**config.mk**
```make
export PLATFORM = sky130hd
export DESIGN_NAME = wb_queue
export DESIGN_NICKNAME = d
export VERILOG_FILES = /design/src/rtl/wb_pkg.sv /design/src/rtl/wb_fwd_lookup.sv /design/src/rtl/wb_queue.sv
export SDC_FILE = /design/constraint.sdc
export NUM_CORES = 1
export LEC_CHECK = 0
export BUFFER_PORTS_ARGS = -buffer_cell sky130_fd_sc_hd__buf_4
export CORE_UTILIZATION = 54
export DETAILED_ROUTE_END_ITERATION = 10
export PLACE_DENSITY = 0.86
export SKIP_CTS_REPAIR_TIMING = 1
export SLEW_MARGIN = 0
export SYNTH_ARGS = -nofsm -noshare
export SYNTH_HDL_FRONTEND = slang
export SYNTH_SLANG_ARGS = --single-unit
```
**constraint.sdc**
```tcl
create_clock -name clock_i -period 4.75 [get_ports clock_i]
set_clock_uncertainty 0.1 [all_clocks]
set_input_delay 0.2375 -clock clock_i [delete_from_list [all_inputs] [get_ports clock_i]]
set_output_delay 0.2375 -clock clock_i [all_outputs]
set_load 0.005 [all_outputs]
```
**src/rtl/wb_pkg.sv**
```systemverilog
// ============================================================================
// Module   : wb_pkg
// Brief    : Shared widths, entry type and pointer helper for the writeback queue
// Revision : 1.0
// ============================================================================
`default_nettype none

package wb_pkg;

    localparam int WB_ADDR_W = 5;
    localparam int WB_DATA_W = 16;
    localparam int WB_DEPTH  = 4;

    typedef struct packed {
        logic [WB_ADDR_W-1:0] addr;
        logic [WB_DATA_W-1:0] data;
    } wb_entry_t;

    function automatic int wb_ptr_w(input int depth);
        return (depth > 1) ? $clog2(depth) : 1;
    endfunction

endpackage

`default_nettype wire

```
**src/rtl/wb_fwd_lookup.sv**
```systemverilog
// ============================================================================
// Module   : wb_fwd_lookup
// Brief    : Youngest-match search over queued writes plus the output register
// Revision : 1.0
// ============================================================================
`default_nettype none

module wb_fwd_lookup
    import wb_pkg::*;
#(
    parameter int DEPTH  = WB_DEPTH,
    parameter int ADDR_W = WB_ADDR_W,
    parameter int DATA_W = WB_DATA_W,
    parameter int PTR_W  = wb_ptr_w(WB_DEPTH)
) (
    input  logic [ADDR_W-1:0]             lookupAddress_i,
    input  logic [DEPTH-1:0]              entryValid_i,
    input  logic [DEPTH-1:0][ADDR_W-1:0]  entryAddr_i,
    input  logic [DEPTH-1:0][DATA_W-1:0]  entryData_i,
    input  logic [PTR_W-1:0]              headPtr_i,
    input  logic                          outValid_i,
    input  logic [ADDR_W-1:0]             outAddr_i,
    input  logic [DATA_W-1:0]             outData_i,
    output logic                          hit_o,
    output logic [DATA_W-1:0]             data_o
);

    logic [PTR_W-1:0] idx;

    // Walk oldest-to-youngest so each later match overrides; the output
    // register is older than every queued entry and is considered first.
    always_comb begin
        hit_o  = 1'b0;
        data_o = '0;
        idx    = '0;
        if (outValid_i && (outAddr_i == lookupAddress_i)) begin
            hit_o  = 1'b1;
            data_o = outData_i;
        end
        for (int k = 0; k < DEPTH; k++) begin
            idx = headPtr_i + PTR_W'(k);
            if (entryValid_i[idx] && (entryAddr_i[idx] == lookupAddress_i)) begin
                hit_o  = 1'b1;
                data_o = entryData_i[idx];
            end
        end
    end

endmodule

`default_nettype wire

```
**src/rtl/wb_queue.sv**
```systemverilog
// ============================================================================
// Module   : wb_queue
// Brief    : Dual-lane writeback queue draining one write per cycle to the RF
// Revision : 1.0
// ============================================================================
`default_nettype none

module wb_queue
    import wb_pkg::*;
#(
    parameter int DEPTH  = WB_DEPTH,
    parameter int ADDR_W = WB_ADDR_W,
    parameter int DATA_W = WB_DATA_W
) (
    input  logic               clock_i,
    input  logic               nReset_i,
    input  logic               wbEnableA_i,
    input  logic [ADDR_W-1:0]  wbAddressA_i,
    input  logic [DATA_W-1:0]  wbDataA_i,
    input  logic               wbEnableB_i,
    input  logic [ADDR_W-1:0]  wbAddressB_i,
    input  logic [DATA_W-1:0]  wbDataB_i,
    output logic               stall_o,
    output logic               overflow_o,
    output logic               rfWrEnable_o,
    output logic [ADDR_W-1:0]  rfWrAddress_o,
    output logic [DATA_W-1:0]  rfWrData_o,
    input  logic [ADDR_W-1:0]  lookupAddressA_i,
    output logic               fwdHitA_o,
    output logic [DATA_W-1:0]  fwdDataA_o,
    input  logic [ADDR_W-1:0]  lookupAddressB_i,
    output logic               fwdHitB_o,
    output logic [DATA_W-1:0]  fwdDataB_o
);

    localparam int PTR_W = wb_ptr_w(DEPTH);

    logic [PTR_W:0]                count_q, count_d;
    logic [PTR_W-1:0]              rdPtr_q, rdPtr_d;
    logic [PTR_W-1:0]              wrPtr_q, wrPtr_d;
    logic [DEPTH-1:0]              valid_q, valid_d;
    logic [DEPTH-1:0][ADDR_W-1:0]  addr_q, addr_d;
    logic [DEPTH-1:0][DATA_W-1:0]  data_q, data_d;
    logic                          overflow_q, overflow_d;
    logic                          rfWrEnable_q, rfWrEnable_d;
    logic [ADDR_W-1:0]             rfWrAddress_q, rfWrAddress_d;
    logic [DATA_W-1:0]             rfWrData_q, rfWrData_d;

    logic                          stall;
    logic                          pushA;
    logic                          pushB;
    logic                          pop;
    logic [PTR_W:0]                numPush;
    logic [PTR_W-1:0]              slotB;

    // Stalling at DEPTH-1 guarantees two free slots whenever pushes are accepted.
    assign stall   = (count_q >= (PTR_W+1)'(DEPTH - 1));
    assign pushA   = !stall && wbEnableA_i &&
                     !(wbEnableB_i && (wbAddressA_i == wbAddressB_i));
    assign pushB   = !stall && wbEnableB_i;
    assign pop     = (count_q != '0);
    assign numPush = (PTR_W+1)'(pushA) + (PTR_W+1)'(pushB);

    always_comb begin
        count_d       = count_q;
        rdPtr_d       = rdPtr_q;
        wrPtr_d       = wrPtr_q;
        valid_d       = valid_q;
        addr_d        = addr_q;
        data_d        = data_q;
        overflow_d    = overflow_q;
        rfWrEnable_d  = 1'b0;
        rfWrAddress_d = rfWrAddress_q;
        rfWrData_d    = rfWrData_q;
        slotB         = wrPtr_q;

        if (pop) begin
            rfWrEnable_d     = 1'b1;
            rfWrAddress_d    = addr_q[rdPtr_q];
            rfWrData_d       = data_q[rdPtr_q];
            valid_d[rdPtr_q] = 1'b0;
            rdPtr_d          = rdPtr_q + PTR_W'(1);
        end

        if (pushA) begin
            addr_d[wrPtr_q]  = wbAddressA_i;
            data_d[wrPtr_q]  = wbDataA_i;
            valid_d[wrPtr_q] = 1'b1;
            slotB            = wrPtr_q + PTR_W'(1);
        end
        if (pushB) begin
            addr_d[slotB]  = wbAddressB_i;
            data_d[slotB]  = wbDataB_i;
            valid_d[slotB] = 1'b1;
        end

        wrPtr_d = wrPtr_q + numPush[PTR_W-1:0];
        count_d = count_q + numPush - (PTR_W+1)'(pop);

        if (stall && (wbEnableA_i || wbEnableB_i)) begin
            overflow_d = 1'b1;
        end
    end

    always_ff @(posedge clock_i or negedge nReset_i) begin
        if (!nReset_i) begin
            count_q       <= '0;
            rdPtr_q       <= '0;
            wrPtr_q       <= '0;
            valid_q       <= '0;
            addr_q        <= '0;
            data_q        <= '0;
            overflow_q    <= 1'b0;
            rfWrEnable_q  <= 1'b0;
            rfWrAddress_q <= '0;
            rfWrData_q    <= '0;
        end else begin
            count_q       <= count_d;
            rdPtr_q       <= rdPtr_d;
            wrPtr_q       <= wrPtr_d;
            valid_q       <= valid_d;
            addr_q        <= addr_d;
            data_q        <= data_d;
            overflow_q    <= overflow_d;
            rfWrEnable_q  <= rfWrEnable_d;
            rfWrAddress_q <= rfWrAddress_d;
            rfWrData_q    <= rfWrData_d;
        end
    end

    assign stall_o       = stall;
    assign overflow_o    = overflow_q;
    assign rfWrEnable_o  = rfWrEnable_q;
    assign rfWrAddress_o = rfWrAddress_q;
    assign rfWrData_o    = rfWrData_q;

    wb_fwd_lookup #(
        .DEPTH  (DEPTH),
        .ADDR_W (ADDR_W),
        .DATA_W (DATA_W),
        .PTR_W  (PTR_W)
    ) u_fwdA (
        .lookupAddress_i (lookupAddressA_i),
        .entryValid_i    (valid_q),
        .entryAddr_i     (addr_q),
        .entryData_i     (data_q),
        .headPtr_i       (rdPtr_q),
        .outValid_i      (rfWrEnable_q),
        .outAddr_i       (rfWrAddress_q),
        .outData_i       (rfWrData_q),
        .hit_o           (fwdHitA_o),
        .data_o          (fwdDataA_o)
    );

    wb_fwd_lookup #(
        .DEPTH  (DEPTH),
        .ADDR_W (ADDR_W),
        .DATA_W (DATA_W),
        .PTR_W  (PTR_W)
    ) u_fwdB (
        .lookupAddress_i (lookupAddressB_i),
        .entryValid_i    (valid_q),
        .entryAddr_i     (addr_q),
        .entryData_i     (data_q),
        .headPtr_i       (rdPtr_q),
        .outValid_i      (rfWrEnable_q),
        .outAddr_i       (rfWrAddress_q),
        .outData_i       (rfWrData_q),
        .hit_o           (fwdHitB_o),
        .data_o          (fwdDataB_o)
    );

endmodule

`default_nettype wire

```
======== Word level (Yosys, flattened, before mapping) ========
Cells that the tools add are included.
storage, ports and cells
  flip-flop bits (word level) ............. 118
  bits of input ports ..................... 56
  output and inout port bits .............. 58
  logic and storage cells ................. 142
operators by class
  add/sub/neg operators ................... 8
  order comparisons ....................... 10
  equality and inequality tests ........... 11
  muxes and demuxes ....................... 71
  bitwise operators ....................... 4
  reductions and logical operators ........ 22
operators by type and width
  kind                 number
  $mux 16              16
  $bmux 16 s2          4
  $bwmux 64            2
  $mux 64              2
  $demux 16 s2         2
  $eq 5x5->1           11
  $bmux 5 s2           4
  $bwmux 20            2
  $mux 20              2
  $mux 5               6
  $demux 5 s2          2
  $logic_and 1x1->1    18
  $lt 2x3->1 const B   6
  $mux 1               18
  $mux 4               3
  $bmux 1 s2           4
  $or 4x4->4           2
  $demux 1 s2          3
  $ge 2x1->1 const B   3
  $add 2x1->2 const B  2
  $add 2x2->2 const B  2
  $and 4x4->4          1
  $not 4->4            1
  $add 3x2->3          1
  other kinds (8)      9

======== Longest topological paths before layout ========
Gate-level depths: netlist of the first run.
  word-level depth ........................ 11
  mapped depth ............................ 18
  gate-level depth less buffers ........... 11

======== Cells and area by module ========
A second synthesis of the first run with hierarchy kept.
unflattened totals
  cells, all modules ...................... 1191
  area total of the unflattened synthesis .. 12390.6 um2
modules (own cells, without submodules)
  module                   times used  cells an instance  area an instance (um2)  sequential area each (um2)
  wb_queue                 1           474                6273.5                  2952.8
  wb_fwd_lookup at u_fwdB  1           415                3213.1                  0.0
  wb_fwd_lookup at u_fwdA  1           302                2904.0                  0.0

======== Least setup slack after synthesis of the first run ========
Ideal clock, no wire load.
  path type ............................... register -> output
  start point ............................. reg rdPtr_q[0]
  end point ............................... out fwdDataA_o[14]
  arrival ................................. 4.248 ns
  data required time ...................... 4.413 ns
  setup slack ............................. 0.164 ns
  stages on the path, launching flop included .. 19
  buffers on the path ..................... 10
  cells stage by stage .................... dfrtp_1 > buf_6 > buf_12 > buf_6 > buf_2 > buf_2 > clkinv_1 > clkbuf_1 > ha_1 > buf_2 > buf_6 > mux4_2 > xor2_1 > nor4_1 > and2_1 > buf_2 > buf_2 > a221oi_1 > o221ai_1
between the ends
  elaborated cells on any way between the ends .. 39
  classes of those cells .................. 3 x add/sub; 4 x eq/ne; 28 x mux; 4 x reduce/logical
RTL lines
  what                          line                 RTL
  start: declaration            wb_queue.sv:39       logic [PTR_W-1:0] rdPtr_q, rdPtr_d;
  start signal: assignment      wb_queue.sv:119      rdPtr_q <= rdPtr_d;
  $add 2x2->2 (*)               wb_fwd_lookup.sv:41  idx = headPtr_i + PTR_W'(k);
  named net u_fwdA.idx[0]       wb_fwd_lookup.sv:28  logic [PTR_W-1:0] idx;
  $bmux 5 s2                    wb_fwd_lookup.sv:42  if (entryValid_i[idx] && (entryAddr_i[idx] == lookupAddress_i)) begin
  $mux 5 (not written as such)  wb_fwd_lookup.sv:42
  $eq 5x5->1                    wb_fwd_lookup.sv:42
  $logic_and 1x1->1             wb_fwd_lookup.sv:42
  $mux 16 (*)                   wb_fwd_lookup.sv:42
  end: declaration              wb_queue.sv:30       output logic [DATA_W-1:0] fwdDataA_o,
Mark *: on every way through the listed nets, which the timed path passes. The rest lies on a longest branch. The select of a mux whose other input is x is not followed.

======== Worst setup path in the final report of the first run ========
  start point ............................. reg rdPtr_q[0]
  end point ............................... out fwdDataA_o[2]
between the ends
  cells in the longest elaborated chain, start to end .. 8
  elaborated cells on any way between the ends .. 39
  classes of those cells .................. 3 x add/sub; 4 x eq/ne; 28 x mux; 4 x reduce/logical
ends and longest elaborated chain
  what                                                        line
  $add 2x1->2 or $bmux 5 s2 (tied branches)                   wb_fwd_lookup.sv:41, wb_fwd_lookup.sv:42
  $bmux 5 s2 or $mux 5 (tied branches)                        wb_fwd_lookup.sv:42
  $mux 5 (not written as such) or $eq 5x5->1 (tied branches)  wb_fwd_lookup.sv:42
  $eq 5x5->1 or $logic_and 1x1->1 (tied branches)             wb_fwd_lookup.sv:42
  $logic_and 1x1->1 or $mux 16 (tied branches)                wb_fwd_lookup.sv:42
  $mux 16 (2 in series)                                       wb_fwd_lookup.sv:42
  $mux 16 (*)                                                 wb_fwd_lookup.sv:42
Mark *: on every way between the ends. The rest lies on a longest branch, timed or not. The select of a mux whose other input is x is not followed.

==> impl_summary.txt, run 1 <==
----------------------------------------------------
[Global route]
  Global route overflow ... 0
  Initial antenna violation count ... 0
  Wire length of the first global-routing pass ... 43.4 mm
  Aggregate global-route resource usage ... 30.5%
  Number of global-route vias before repair ... 7780
  Pin count of the biggest net entering global routing ... between 60 and 70

[Cells and area]
  Commonest non-fill, non-tap cells in the layout ... sky130_fd_sc_hd__mux2_2 (177), sky130_fd_sc_hd__buf_4 (135), sky130_fd_sc_hd__dfrtp_1 (116), sky130_fd_sc_hd__nand2_1 (114), sky130_fd_sc_hd__mux4_2 (65)
  Net count, final ... 1011
  Multi-input combinational cell area ... about 6500 um^2
  Utilization after layout ... roughly 64%
  Count of fill cells added during filler insertion ... approximately 1200
  Most common library cell in the layout ignoring fill and taps ... sky130_fd_sc_hd__mux2_2
  Area Overhead vs Synth ... 16.8%
  Area occupied by registers ... around 3000 um^2
  Ratio of cells with drive above 1 in the final layout ... 45.9%
  Count of inserted antenna diode cells ... 0
  Final Non-Filler Cells ... between 1000 and 1500

[Setup path]
  CP Capture Type ... output port
  Largest fanout on the critical path ... 22
  Highest-delay cell along the critical path ... sky130_fd_sc_hd__dfrtp_4
  CP arrival ... ~4.2 ns
  Slowest stage delay, CP ... 0.62 ns
  Worst setup path category ... reg -> out
  Beginning of the worst register-to-register path ... count_q[1]
  Worst setup startpoint ... rdPtr_q[0]
  Ordered list of cells on the worst path ... clkinv_1 -> ha_2 -> mux4_2 -> xor2_1 -> nor4_1 -> and2_1 -> a221oi_1 -> o221ai_1 -> buf_4
  Startpoint kind of the worst setup timing path ... flop
  Data required, critical path ... 4.41 ns

[Die]
  CORE AREA ... roughly 18000 um^2
  Number of rows created at floorplan ... 49
  Die Span Y ... 137 um
  Total die area ... approximately 19000 um^2
  Width of the die ... 137 um
  Initial cell density of the core ... a little under three fifths
  Top-Level Pins ... ~110

[Logic synthesis]
  Proportion of register bits with asynchronous set or reset after synthesis ... between 90% and 100%
  Netlist area before placement ... between 9000 and 10000 um^2
  Share of the synthesized area in the top cell type ... between 20% and 30%
  Number of warnings issued by yosys ... 0
  Top post-synthesis cells by area ... sky130_fd_sc_hd__dfrtp_1 (30%), sky130_fd_sc_hd__mux2_2 (20%), sky130_fd_sc_hd__mux4_2 (15%)
  Average cell area after synthesis ... approximately 12 um^2
  Cell count after synthesis ... around 840
  Post-synth net total ... between 900 and 1000
  Flip-flop cell with the highest count after synthesis ... sky130_fd_sc_hd__dfrtp_1
  EDFF count, synth ... 0
  Cell accounting for the most synthesized area ... sky130_fd_sc_hd__dfrtp_1
  Number of different library cells in the post-synthesis netlist ... 51
  Sequential area share after synthesis ... between 20% and 30%
  Flip-flop and latch count after synthesis ... approximately 120

[Clock network]
  CTS Buf Count ... 17
  Total number of H-tree levels ... 4
  Clock slew at the register clock pins of the worst setup and hold paths ... 0.06 ns
  Sink count of the clock tree ... approximately 120
  CTS tree ... built
  Skew-Pair Late Insertion Delay ... roughly 0.43 ns
  Clk buf depth ... 2
  Master cell of the clock root buffer ... sky130_fd_sc_hd__clkbuf_16

[Hold path]
  Hold Startpoint ... wbEnableB_i
  Type of the most critical hold path ... in -> reg

[Drt]
  Average routed wire per standard cell ... 23.9 um
  Number of vias per cell ... ~6.9
  Violation count after the first detailed-routing iteration ... 922
  Antenna-violating nets left ... 0
  DRC Markers ... 2
  Number of detailed-route iterations in the first pass ... 11
  Total wire length ... between 20 and 30 mm
  Total number of vias ... 8133

[Power and ir drop]
  Maximum resistive drop on vdd ... about 340 uV
  Leakage power ... between 4 and 5 nW
  Cell area power density ... approximately 800 nW/um^2

[Timing]
  Worst Hold Slack ... about 0.0022 ns
  Final Max Slew Viols ... 0
  Rel. slew slack ... roughly 37%
  Final count of hold timing violations ... 0
  Number of endpoints failing setup at the final stage ... 0
  Setup TNS ... 0 ns
  Tightest Pin Transition ... about 0.94 ns
  Final Cycle Share ... between 90% and 100%
  Peak clock frequency supported by timing ... approximately 220 MHz
  Tmin final ... ~4.6 ns

[Placed design]
  Quantity of I/O buffers inserted on ports ... approximately 110
  Weighted congestion reported at the end of routability-driven placement ... 0.972
  Post-detailed-placement half-perimeter wirelength ... 19.2 mm
  Placed Instances ... ~1100

[Status]
  Violated checks ... DRC
  Result of the run ... finished, violations left

[Flow run]
  # Max-Cap Violations ... 0

----------------------------------------------------
cell usage after synthesis (2+ instances only):
library cell,count
sky130_fd_sc_hd__dfrtp_1,118
sky130_fd_sc_hd__and3_1,3
sky130_fd_sc_hd__clkinv_1,2
sky130_fd_sc_hd__xor2_1,32
sky130_fd_sc_hd__mux4_1,14
sky130_fd_sc_hd__buf_4,3
sky130_fd_sc_hd__buf_1,4
sky130_fd_sc_hd__o21ai_0,12
sky130_fd_sc_hd__mux2_2,177
sky130_fd_sc_hd__nor3b_1,9
sky130_fd_sc_hd__o211ai_1,25
sky130_fd_sc_hd__a221oi_1,22
sky130_fd_sc_hd__mux4_2,65
sky130_fd_sc_hd__nor2_1,15
sky130_fd_sc_hd__or2_2,2
sky130_fd_sc_hd__o221ai_1,25
sky130_fd_sc_hd__and2_1,4
sky130_fd_sc_hd__a221oi_2,10
sky130_fd_sc_hd__clkbuf_8,5
sky130_fd_sc_hd__mux2i_1,9
sky130_fd_sc_hd__a31oi_1,8
sky130_fd_sc_hd__ha_1,13
sky130_fd_sc_hd__nand3_1,6
sky130_fd_sc_hd__nand2_1,114
sky130_fd_sc_hd__buf_12,2
sky130_fd_sc_hd__buf_6,7
sky130_fd_sc_hd__o31ai_1,7
sky130_fd_sc_hd__nor4_4,2
sky130_fd_sc_hd__nor4_1,6
sky130_fd_sc_hd__a221o_1,2
sky130_fd_sc_hd__buf_2,19
sky130_fd_sc_hd__nand4_1,3
sky130_fd_sc_hd__clkbuf_1,32
sky130_fd_sc_hd__xnor2_1,28
sky130_fd_sc_hd__nor3_1,4
sky130_fd_sc_hd__inv_1,17
layer usage:
| metal | up-vias | routed length, um | global-route usage [%] |
|---|---|---|---|
| met5 | - | 0 | 0 |
| met4 | 0 | 978 | 11.8 |
| met3 | 103 | 2950 | 7.47 |
| met2 | 618 | 13000 | 46.2 |
| met1 | 3969 | 11300 | 42.2 |
| li1 | 3443 | - | - |
per-stage QoR:
| stage | instance area (um^2) | setup WS, ns | total power [W] |
|---|---|---|---|
| after floorplan | 9910 | 0.164 | 0.00641 |
| after global placement | 10800 | 0.749 | 0.00761 |
| after detailed placement | 10800 | 0.633 | 0.00786 |
| after CTS | 11400 | 0.149 | 0.00929 |
| after global routing | 11600 | -0.0209 | 0.00993 |
| final | 11600 | 0.179 | 0.00945 |
area by class of cell:
cell class,instances,share of cell area [%]
inverter,19,0.616
clock inverter,14,1.29
sequential,118,25.6
clock buffer,18,3.80
multi-input combinational,631,55.8
timing repair buffer,154,10.4
tap,229,2.48
worst paths after layout:
path / end / slack (ns) / depth (start not counted)
worst min-delay path: overflow_o / 0.002 / 3
worst max-delay path: fwdDataA_o[2] / 0.18 / 9
min in group asynchronous: rfWrData_o[8] / 0.36 / 2
max in group asynchronous: rdPtr_q[0] / 3.18 / 3
worst min register to register: overflow_o / 0.39 / 1
worst max register to register: count_q[2] / 2.00 / 12
where the power goes:
group	switching [W]	leakage, nW	internal [W]
sequential	0.000816	1.40	0.00154
clock	0.000503	0.279	0.000787
combinational	0.00272	3.10	0.00308
total	0.00404	4.79	0.00541
registers in the layout, summed over array words and instances (netlist names):
| name | cells |
|---|---|
| addr_q | 20 |
| rdPtr_q | 2 |
| rfWrData_o | 16 |
| wrPtr_q | 2 |
| data_q | 64 |
| rfWrEnable_o | 1 |
| overflow_o | 1 |
| valid_q | 4 |
| rfWrAddress_o | 5 |
| count_q | 3 |
worst max-delay path: cells and delay by family, from the launching register on:
| kind | cells | cell delay [ns] |
|---|---|---|
| mux | 1 | 0.59 |
| buf+inv | 2 | 0.35 |
| simple gates | 2 | 1.07 |
| fa+ha+maj | 1 | 0.54 |
| compound gates | 2 | 0.47 |
| flops | 1 | 0.62 |
| xor+xnor | 1 | 0.16 |
kinds of logic (layout without fill, tap and decap cells):
kind of cell               after synthesis  count (layout)  share of synthesized area (%)
AOI/OAI and AO/OA                      117             117                           10.0
xor gates and xnor gates                60              60                           5.30
adders and majority gates               14              14                           1.84
buffers and inverters                   92             205                           5.24
DFF                                    118             118                           29.8
muxes                                  265             265                           39.5
and+or+nand+nor                        175             175                           8.27
Power figures use the tool's default switching activity.
==> run 2, diff against run 1 <==
- ABC_AREA: default -> 1
- CELL_PAD_IN_SITES_DETAIL_PLACEMENT: default -> 1
- CELL_PAD_IN_SITES_GLOBAL_PLACEMENT: default -> 1
- CORE_UTILIZATION: 54 -> 38
==> impl_summary.txt, run 2 <==
----------------------------------------------------
[Die]
  Total die area ... 29000 um^2 (+54%)
  Initial cell density of the core ... 38.7% (-16 points)
  Number of rows created at floorplan ... 61 (+24%)
  CORE AREA ... 27900 um^2 (+55%)
  Die Span Y ... 170 um (+24%)
  Top-Level Pins ... 114 (unchanged)
  Width of the die ... 170 um (+24%)

[Logic synthesis]
  Netlist area before placement ... 10800 um^2 (+8.8%)
  Flip-flop cell with the highest count after synthesis ... sky130_fd_sc_hd__dfrtp_1
  Share of the synthesized area in the top cell type ... 27.4% (-2.4 points)
  Number of warnings issued by yosys ... 0 (unchanged)
  Post-synth net total ... 1814 (+99%)
  Cell accounting for the most synthesized area ... sky130_fd_sc_hd__dfrtp_1
  Top-count cell post-synth ... sky130_fd_sc_hd__nand2_1
  Top cell types by occurrence after synthesis ... sky130_fd_sc_hd__nand2_1 (701), sky130_fd_sc_hd__o21ai_0 (176), sky130_fd_sc_hd__nor2_1 (150)
  Cell count after synthesis ... 1744 (+110%)
  Top post-synthesis cells by area ... sky130_fd_sc_hd__dfrtp_1 (27%), sky130_fd_sc_hd__nand2_1 (24%), sky130_fd_sc_hd__o21ai_0 (8.2%)
  Number of different library cells in the post-synthesis netlist ... 37 (-27%)
  Sequential area share after synthesis ... 27.4% (-2.4 points)
  Proportion of register bits with asynchronous set or reset after synthesis ... 100% (unchanged)
  EDFF count, synth ... 0 (unchanged)
  Average cell area after synthesis ... 6.18 um^2 (-48%)
  Flip-flop and latch count after synthesis ... 118 (unchanged)

[Clock network]
  Sink count of the clock tree ... 118 (unchanged)
  Clock slew at the register clock pins of the worst setup and hold paths ... 0.07 ns (about the same)
  Master cell of the clock root buffer ... sky130_fd_sc_hd__clkbuf_16
  CTS Buf Count ... 17 (unchanged)
  CTS tree ... built
  Clk buf depth ... 2 (unchanged)
  Total number of H-tree levels ... 4 (unchanged)
  Skew-Pair Late Insertion Delay ... 0.43 ns (about the same)

[Cells and area]
  Register bank with the most flops ... data_q
  Net count, final ... 1852 (+83%)
  Count of inserted antenna diode cells ... 0 (unchanged)
  Most common library cell in the layout ignoring fill and taps ... sky130_fd_sc_hd__nand2_1
  Utilization after layout ... 44.2% (-20 points)
  Final Non-Filler Cells ... 2173 (+84%)
  Ratio of cells with drive above 1 in the final layout ... 12.6% (-33 points)
  Commonest non-fill, non-tap cells in the layout ... sky130_fd_sc_hd__nand2_1 (701), sky130_fd_sc_hd__o21ai_0 (176), sky130_fd_sc_hd__nor2_1 (149), sky130_fd_sc_hd__buf_4 (136), sky130_fd_sc_hd__nand4_1 (134)
  Area Overhead vs Synth ... 14.3%
  Max reg flops ... 64 (unchanged)

[Timing]
  Rel. slew slack ... 8.01% (-29 points)
  Final Cycle Share ... 88.0% (-8.2 points)
  Setup repair after global routing missed its margin ... no
  Number of endpoints failing setup at the final stage ... 0 (unchanged)
  Peak clock frequency supported by timing ... 239 MHz (+9.3%)
  Tmin final ... 4.18 ns (-0.389 ns)
  Final count of hold timing violations ... 4 (+4)
  Final Max Slew Viols ... 0 (unchanged)
  Worst Hold Slack ... -0.00555 ns (-0.00780 ns)
  Tightest Pin Transition ... 1.37 ns (+0.434 ns)
  Setup TNS ... 0 ns (unchanged)

[Setup path]
  Most frequent CP cell ... sky130_fd_sc_hd__nand2_1
  Data required, critical path ... 4.41 ns (about the same)
  Startpoint kind of the worst setup timing path ... flop
  Ordered list of cells on the worst path ... inv_6 -> ha_1 -> buf_4 -> nand3_1 -> nand2_1 -> nand2_1 -> nand2_1 -> nor2_1 -> nand3_2 -> nor2_1 -> nor2_1 -> nand2_1 -> nand2_1 -> nand2_1 -> buf_4
  CP Capture Type ... output port
  Depth of the worst register-to-register path ... 9 (-3)
  Slowest stage delay, CP ... 0.66 ns (+0.04 ns)
  Internal reg-to-reg setup slack ... 1.98 ns (-0.02 ns)
  CP arrival ... 3.84 ns (-0.39 ns)
  Largest fanout on the critical path ... 42 (+91%)
  Highest-delay cell along the critical path ... sky130_fd_sc_hd__dfrtp_4
  Beginning of the worst register-to-register path ... count_q[1]
  Crit Reg-Reg Endpoint ... addr_q[8]
  Worst setup path category ... reg -> out

[Placed design]
  Quantity of I/O buffers inserted on ports ... 113 (unchanged)
  Post-detailed-placement half-perimeter wirelength ... 29.6 mm (+54%)
  Weighted congestion reported at the end of routability-driven placement ... 0.946 (-2.7%)
  Placed Instances ... 2137 (+89%)

[Drt]
  Top Metal Used ... met4
  Antenna-violating nets left ... 0 (unchanged)
  Total number of vias ... 12400 (+53%)
  Average routed wire per standard cell ... 19.6 um (-18%)
  Violation count after the first detailed-routing iteration ... 1280 (+39%)
  DRC Markers ... 0 (-2)
  Total wire length ... 42.6 mm (+51%)
  Number of detailed-route iterations in the first pass ... 5 (-6)
  Routed length on met2 ... 19.2 mm (+47%)
  Number of vias per cell ... 5.72 (-17%)
  Total routed wire length on the met1 layer ... 20.2 mm (+78%)
  Routed length on met3 ... 2.57 mm (-13%)

[Global route]
  Number of global-route vias before repair ... 12300 (+58%)
  Global route overflow ... 0 (unchanged)
  Aggregate global-route resource usage ... 29.8% (-0.72 points)
  Initial antenna violation count ... 0 (unchanged)
  Pin count of the biggest net entering global routing ... 79 (+14%)
  Wire length of the first global-routing pass ... 68.3 mm (+57%)

[Power and ir drop]
  Cell area power density ... 822 nW/um^2 (+0.62%)
  Maximum resistive drop on vdd ... 417 uV (+24%)
  Total power after layout ... 0.0101 W (+7.1%)
  Leakage power ... 6.56 nW (+37%)

[Flow run]
  # Max-Cap Violations ... 0 (unchanged)

[Hold path]
  Worst hold stages ... 3 (unchanged)
  Hold Startpoint ... wbDataB_i[15]
  Endpoint with the worst hold slack ... data_q[63]
  Type of the most critical hold path ... in -> reg

[Status]
  Violated checks ... hold timing
  Result of the run ... finished, violations left

----------------------------------------------------
[run 2: how the worst max path moves through the flow]
stage | cells after the start | endpoint | from | slack, ns
final | 15 | fwdDataA_o[4] | rdPtr_q[0] | 0.57
after global routing | 14 | fwdDataA_o[6] | rdPtr_q[0] | 0.30
after CTS | 14 | fwdDataA_o[4] | rdPtr_q[0] | 0.65
after detailed placement | 14 | fwdDataA_o[4] | rdPtr_q[0] | 1.13
after global placement | 13 | fwdDataA_o[14] | rdPtr_q[1] | 1.22
after floorplan | 17 | fwdDataA_o[10] | rdPtr_q[0] | 1.59
[run 2: logic make-up (layout without fill, tap and decap cells)]
group | Yosys count | in the layout | share of synthesized area [%]
buffers and inverters | 199 | 250 | 8.86
flip-flops | 118 | 118 | 27.4
XOR/XNOR | 14 | 14 | 1.28
multiplexers | 48 | 48 | 4.46
adder cells (fa/ha/maj) | 14 | 14 | 1.69
AO/OA/AOI/OAI | 203 | 203 | 9.62
AND/OR/NAND/NOR | 1148 | 1148 | 46.7
[run 2: final cells by class]
class | count | area (um^2)
Clock buffer | 17 | 425
Clock inverter | 15 | 218
Fill cell | 3740 | 15500
Inverter | 78 | 298
Multi-Input combinational cell | 1427 | 6890
Sequential cell | 118 | 2960
Tap cell | 378 | 473
Timing Repair Buffer | 140 | 1060
[run 2: routing by layer]
metal / GRT usage [%] / vias to the layer above
li1: - / 5824
met1: 42.6 / 6121
met2: 46.6 / 419
met3: 4.74 / 58
met4: 7.25 / 0
met5: 0 / -
[run 2: critical path: cells and delay by family, from the launching register on]
kind,cells,cell delay [ns]
AND/OR/NAND/NOR,11,1.72
flip-flops,1,0.66
adder cells (fa/ha/maj),1,0.31
buffers and inverters,3,0.66
[run 2: metrics by stage]
step / hold slack (ns) / instance area (um^2) / setup slack (ns)
floorplan: -0.158 / 10800 / 1.59
global placement: 0.367 / 11600 / 1.22
detailed placement: 0.366 / 11600 / 1.13
CTS: -0.0897 / 12300 / 0.653
global route: 0.00717 / 12300 / 0.299
finish: -0.00555 / 12300 / 0.569
[run 2: power by group]
group / internal (W) / switching [W]
clock network: 0.000894 / 0.000588
registers: 0.00148 / 0.000613
logic: 0.00203 / 0.00452
total: 0.00440 / 0.00572
==> run 3, diff against run 2 <==
- CORE_MARGIN: default -> 3
- clock period: 4.75 -> 3.8 ns (I/O delays scaled with it)
==> impl_summary.txt, run 3 (synthesized netlist as in run 2, its figures left out) <==
----------------------------------------------------
[Timing]
  Rel. slew slack ... 29.5% (+22 points)
  Setup TNS ... 0 ns (unchanged)
  Final Cycle Share ... around 95%
  Tightest Pin Transition ... 1.06 ns (-0.317 ns)
  Final Max Slew Viols ... 0 (unchanged)
  Number of endpoints failing setup at the final stage ... 0 (unchanged)
  Final worst slack ... 0.182 ns (-0.387 ns)
  Final count of hold timing violations ... 3 (-1)
  Tmin final ... ~3.6 ns
  Peak clock frequency supported by timing ... between 200 and 300 MHz
  Worst Hold Slack ... -0.0183 ns (-0.0128 ns)

[Status]
  Result of the run ... finished, violations left
  Violated checks ... hold timing

[Cells and area]
  Register bank with the most flops ... data_q
  Count of inserted antenna diode cells ... 0 (unchanged)
  Ratio of cells with drive above 1 in the final layout ... 13.5% (+0.85 points)
  Area Overhead vs Synth ... 17.3%
  Count of fill cells added during filler insertion ... 3728 (-0.32%)
  Net count, final ... 1894 (+2.3%)
  Commonest non-fill, non-tap cells in the layout ... sky130_fd_sc_hd__nand2_1 (701), sky130_fd_sc_hd__o21ai_0 (176), sky130_fd_sc_hd__buf_4 (157), sky130_fd_sc_hd__nor2_1 (149), sky130_fd_sc_hd__nand4_1 (134)
  Max reg flops ... 64 (unchanged)
  Most common library cell in the layout ignoring fill and taps ... sky130_fd_sc_hd__nand2_1
  Non-Filler Cell Area, Final ... 12600 um^2 (+2.7%)

[Drt]
  Total number of vias ... 12800 (+3.0%)
  Antenna-violating nets left ... 0 (unchanged)
  DRC Markers ... 0 (unchanged)
  Violation count after the first detailed-routing iteration ... 1506 (+18%)
  Number of vias per cell ... 5.77 (+1.0%)
  Average routed wire per standard cell ... 19.4 um (-0.76%)
  Number of detailed-route iterations in the first pass ... 5 (unchanged)
  Total wire length ... 43.1 mm (+1.2%)

[Clock network]
  Master cell of the clock root buffer ... sky130_fd_sc_hd__clkbuf_16
  Skew-Pair Late Insertion Delay ... 0.43 ns (about the same)
  CTS tree ... built
  Clock slew at the register clock pins of the worst setup and hold paths ... 0.06 ns (about the same)
  Total number of H-tree levels ... 4 (unchanged)
  Clk buf depth ... 2 (unchanged)
  CTS Buf Count ... 17 (unchanged)
  Sink count of the clock tree ... 118 (unchanged)

[Placed design]
  Post-detailed-placement half-perimeter wirelength ... 30.1 mm (+1.9%)
  Worst slack at placement ... 0.558 ns (-0.569 ns)
  Quantity of I/O buffers inserted on ports ... 113 (unchanged)
  Weighted congestion reported at the end of routability-driven placement ... 0.918 (-3.0%)
  Dpl cell area ... 11700 um^2 (+0.97%)

[Power and ir drop]
  Cell area power density ... 1010 nW/um^2 (+23%)
  Clock network fraction of total power ... 13.4% (-1.2 points)
  Total internal power ... 0.00552 W (+25%)
  Leakage power ... 6.72 nW (+2.6%)
  Maximum resistive drop on vdd ... 433 uV (+3.8%)
  Relative contribution of sequential cells to total power ... 20.2% (-0.5 points)
  Net load switching power ... 0.00721 W (+26%)
  Switching part of the total ... 56.7% (+0.18 points)
  Combinational share of power ... 66.3% (+1.6 points)

[Global route]
  Wire length of the first global-routing pass ... 67.5 mm (-1.1%)
  Initial antenna violation count ... 0 (unchanged)
  Pin count of the biggest net entering global routing ... 89 (+13%)
  Aggregate global-route resource usage ... 27.2% (-2.6 points)
  Number of global-route vias before repair ... 12400 (+1.2%)
  Global route overflow ... 0 (unchanged)

[Die]
  CORE AREA ... 27900 um^2 (unchanged)
  Die Span Y ... 174 um (+2.3%)
  Total die area ... 30400 um^2 (+4.7%)
  Width of the die ... 174 um (+2.3%)
  Initial cell density of the core ... 38.7% (unchanged)
  Number of rows created at floorplan ... 61 (unchanged)
  Top-Level Pins ... 114 (unchanged)

[Setup path]
  Largest fanout on the critical path ... 31 (-26%)
  CP Capture Type ... output port
  Crit Reg-Reg Endpoint ... data_q[28]
  Worst setup startpoint ... rdPtr_q[0]
  CP arrival ... 3.33 ns (-0.51 ns)
  Depth of the worst register-to-register path ... 8 (-1)
  Startpoint kind of the worst setup timing path ... flop
  Worst setup endpoint ... fwdDataB_o[11]
  Worst setup path category ... reg -> out
  Data required, critical path ... 3.51 ns (-0.90 ns)
  Internal reg-to-reg setup slack ... 1.11 ns (-0.87 ns)
  Beginning of the worst register-to-register path ... count_q[1]

[Flow run]
  # Max-Cap Violations ... 0 (unchanged)

[Hold path]
  Worst hold stages ... 3 (unchanged)
  Type of the most critical hold path ... in -> reg

----------------------------------------------------
[run 3: cell count changes in the layout (fill, tap and decap cells not counted), sizes merged]
cell / delta
buf: +22
nor2: +1
clkbuf: +1
inv: +1
bufinv: -2
dlygate4sd3: +19
[run 3: power groups by stage]
stage                     Sequential, W  Clock [W]  Combinational, W
after floorplan                 0.00225          0           0.00573
after global placement          0.00251          0           0.00765
after detailed placement        0.00255          0           0.00801
after CTS                       0.00254    0.00171           0.00812
after global routing            0.00264    0.00178           0.00934
final                           0.00257    0.00171           0.00845
[run 3: how the worst min path moves through the flow]
stage                       from       endpoint  slack, ns
detailed placement      nReset_i  rfWrData_o[7]       0.29
floorplan               nReset_i      addr_q[0]      -0.21
global placement        nReset_i  rfWrData_o[7]       0.29
finish              wbDataB_i[3]     data_q[19]      -0.02
global route        wbDataB_i[3]      data_q[3]      0.001
CTS                     nReset_i  rfWrData_o[7]      -0.16
[run 3: per-stage QoR]
| step | hold WS, ns | cells | power (W) | utilization, % |
|---|---|---|---|---|
| floorplan | -0.206 | 1744 | 0.00798 | - |
| global placement | 0.288 | 2152 | 0.0102 | 42.2 |
| detailed placement | 0.290 | 2152 | 0.0106 | 42.2 |
| CTS | -0.165 | 2184 | 0.0124 | 44.3 |
| global route | 0.00102 | 2215 | 0.0138 | 45.4 |
| finish | -0.0183 | 2215 | 0.0127 | 45.4 |
[run 3: routing by layer]
metal  vias up  wire, um  track usage, %
met3        76      2930            4.39
met2       513     19700            42.6
met5         -         0               0
met1      6296     19700            39.0
met4         0       813            7.44
li1       5905         -               -
[run 3: layout make-up]
| cell class | instances | area, um^2 | share of cell area, % |
|---|---|---|---|
| sequential | 118 | 2960 | 23.4 |
| multi-input combinational | 1428 | 6900 | 54.6 |
| clock inverter | 14 | 166 | 1.32 |
| inverter | 78 | 298 | 2.35 |
| timing repair buffer | 181 | 1420 | 11.2 |
| tap | 378 | 473 | 3.74 |
| clock buffer | 18 | 429 | 3.39 |
[run 3: critical path, cell delays in order, from the launching register on]
cell,delay [ns]
sky130_fd_sc_hd__dfrtp_4,0.65
sky130_fd_sc_hd__inv_6,0.04
sky130_fd_sc_hd__ha_1,0.33
sky130_fd_sc_hd__buf_4,0.22
sky130_fd_sc_hd__nand3_1,0.14
sky130_fd_sc_hd__nand2_1,0.10
sky130_fd_sc_hd__nand2_1,0.09
sky130_fd_sc_hd__nand2_1,0.08
sky130_fd_sc_hd__nor2_1,0.13
sky130_fd_sc_hd__nand2_1,0.21
sky130_fd_sc_hd__nor2_4,0.44
sky130_fd_sc_hd__buf_4,0.20
sky130_fd_sc_hd__nand2_1,0.05
sky130_fd_sc_hd__nand2_1,0.09
sky130_fd_sc_hd__buf_4,0.11
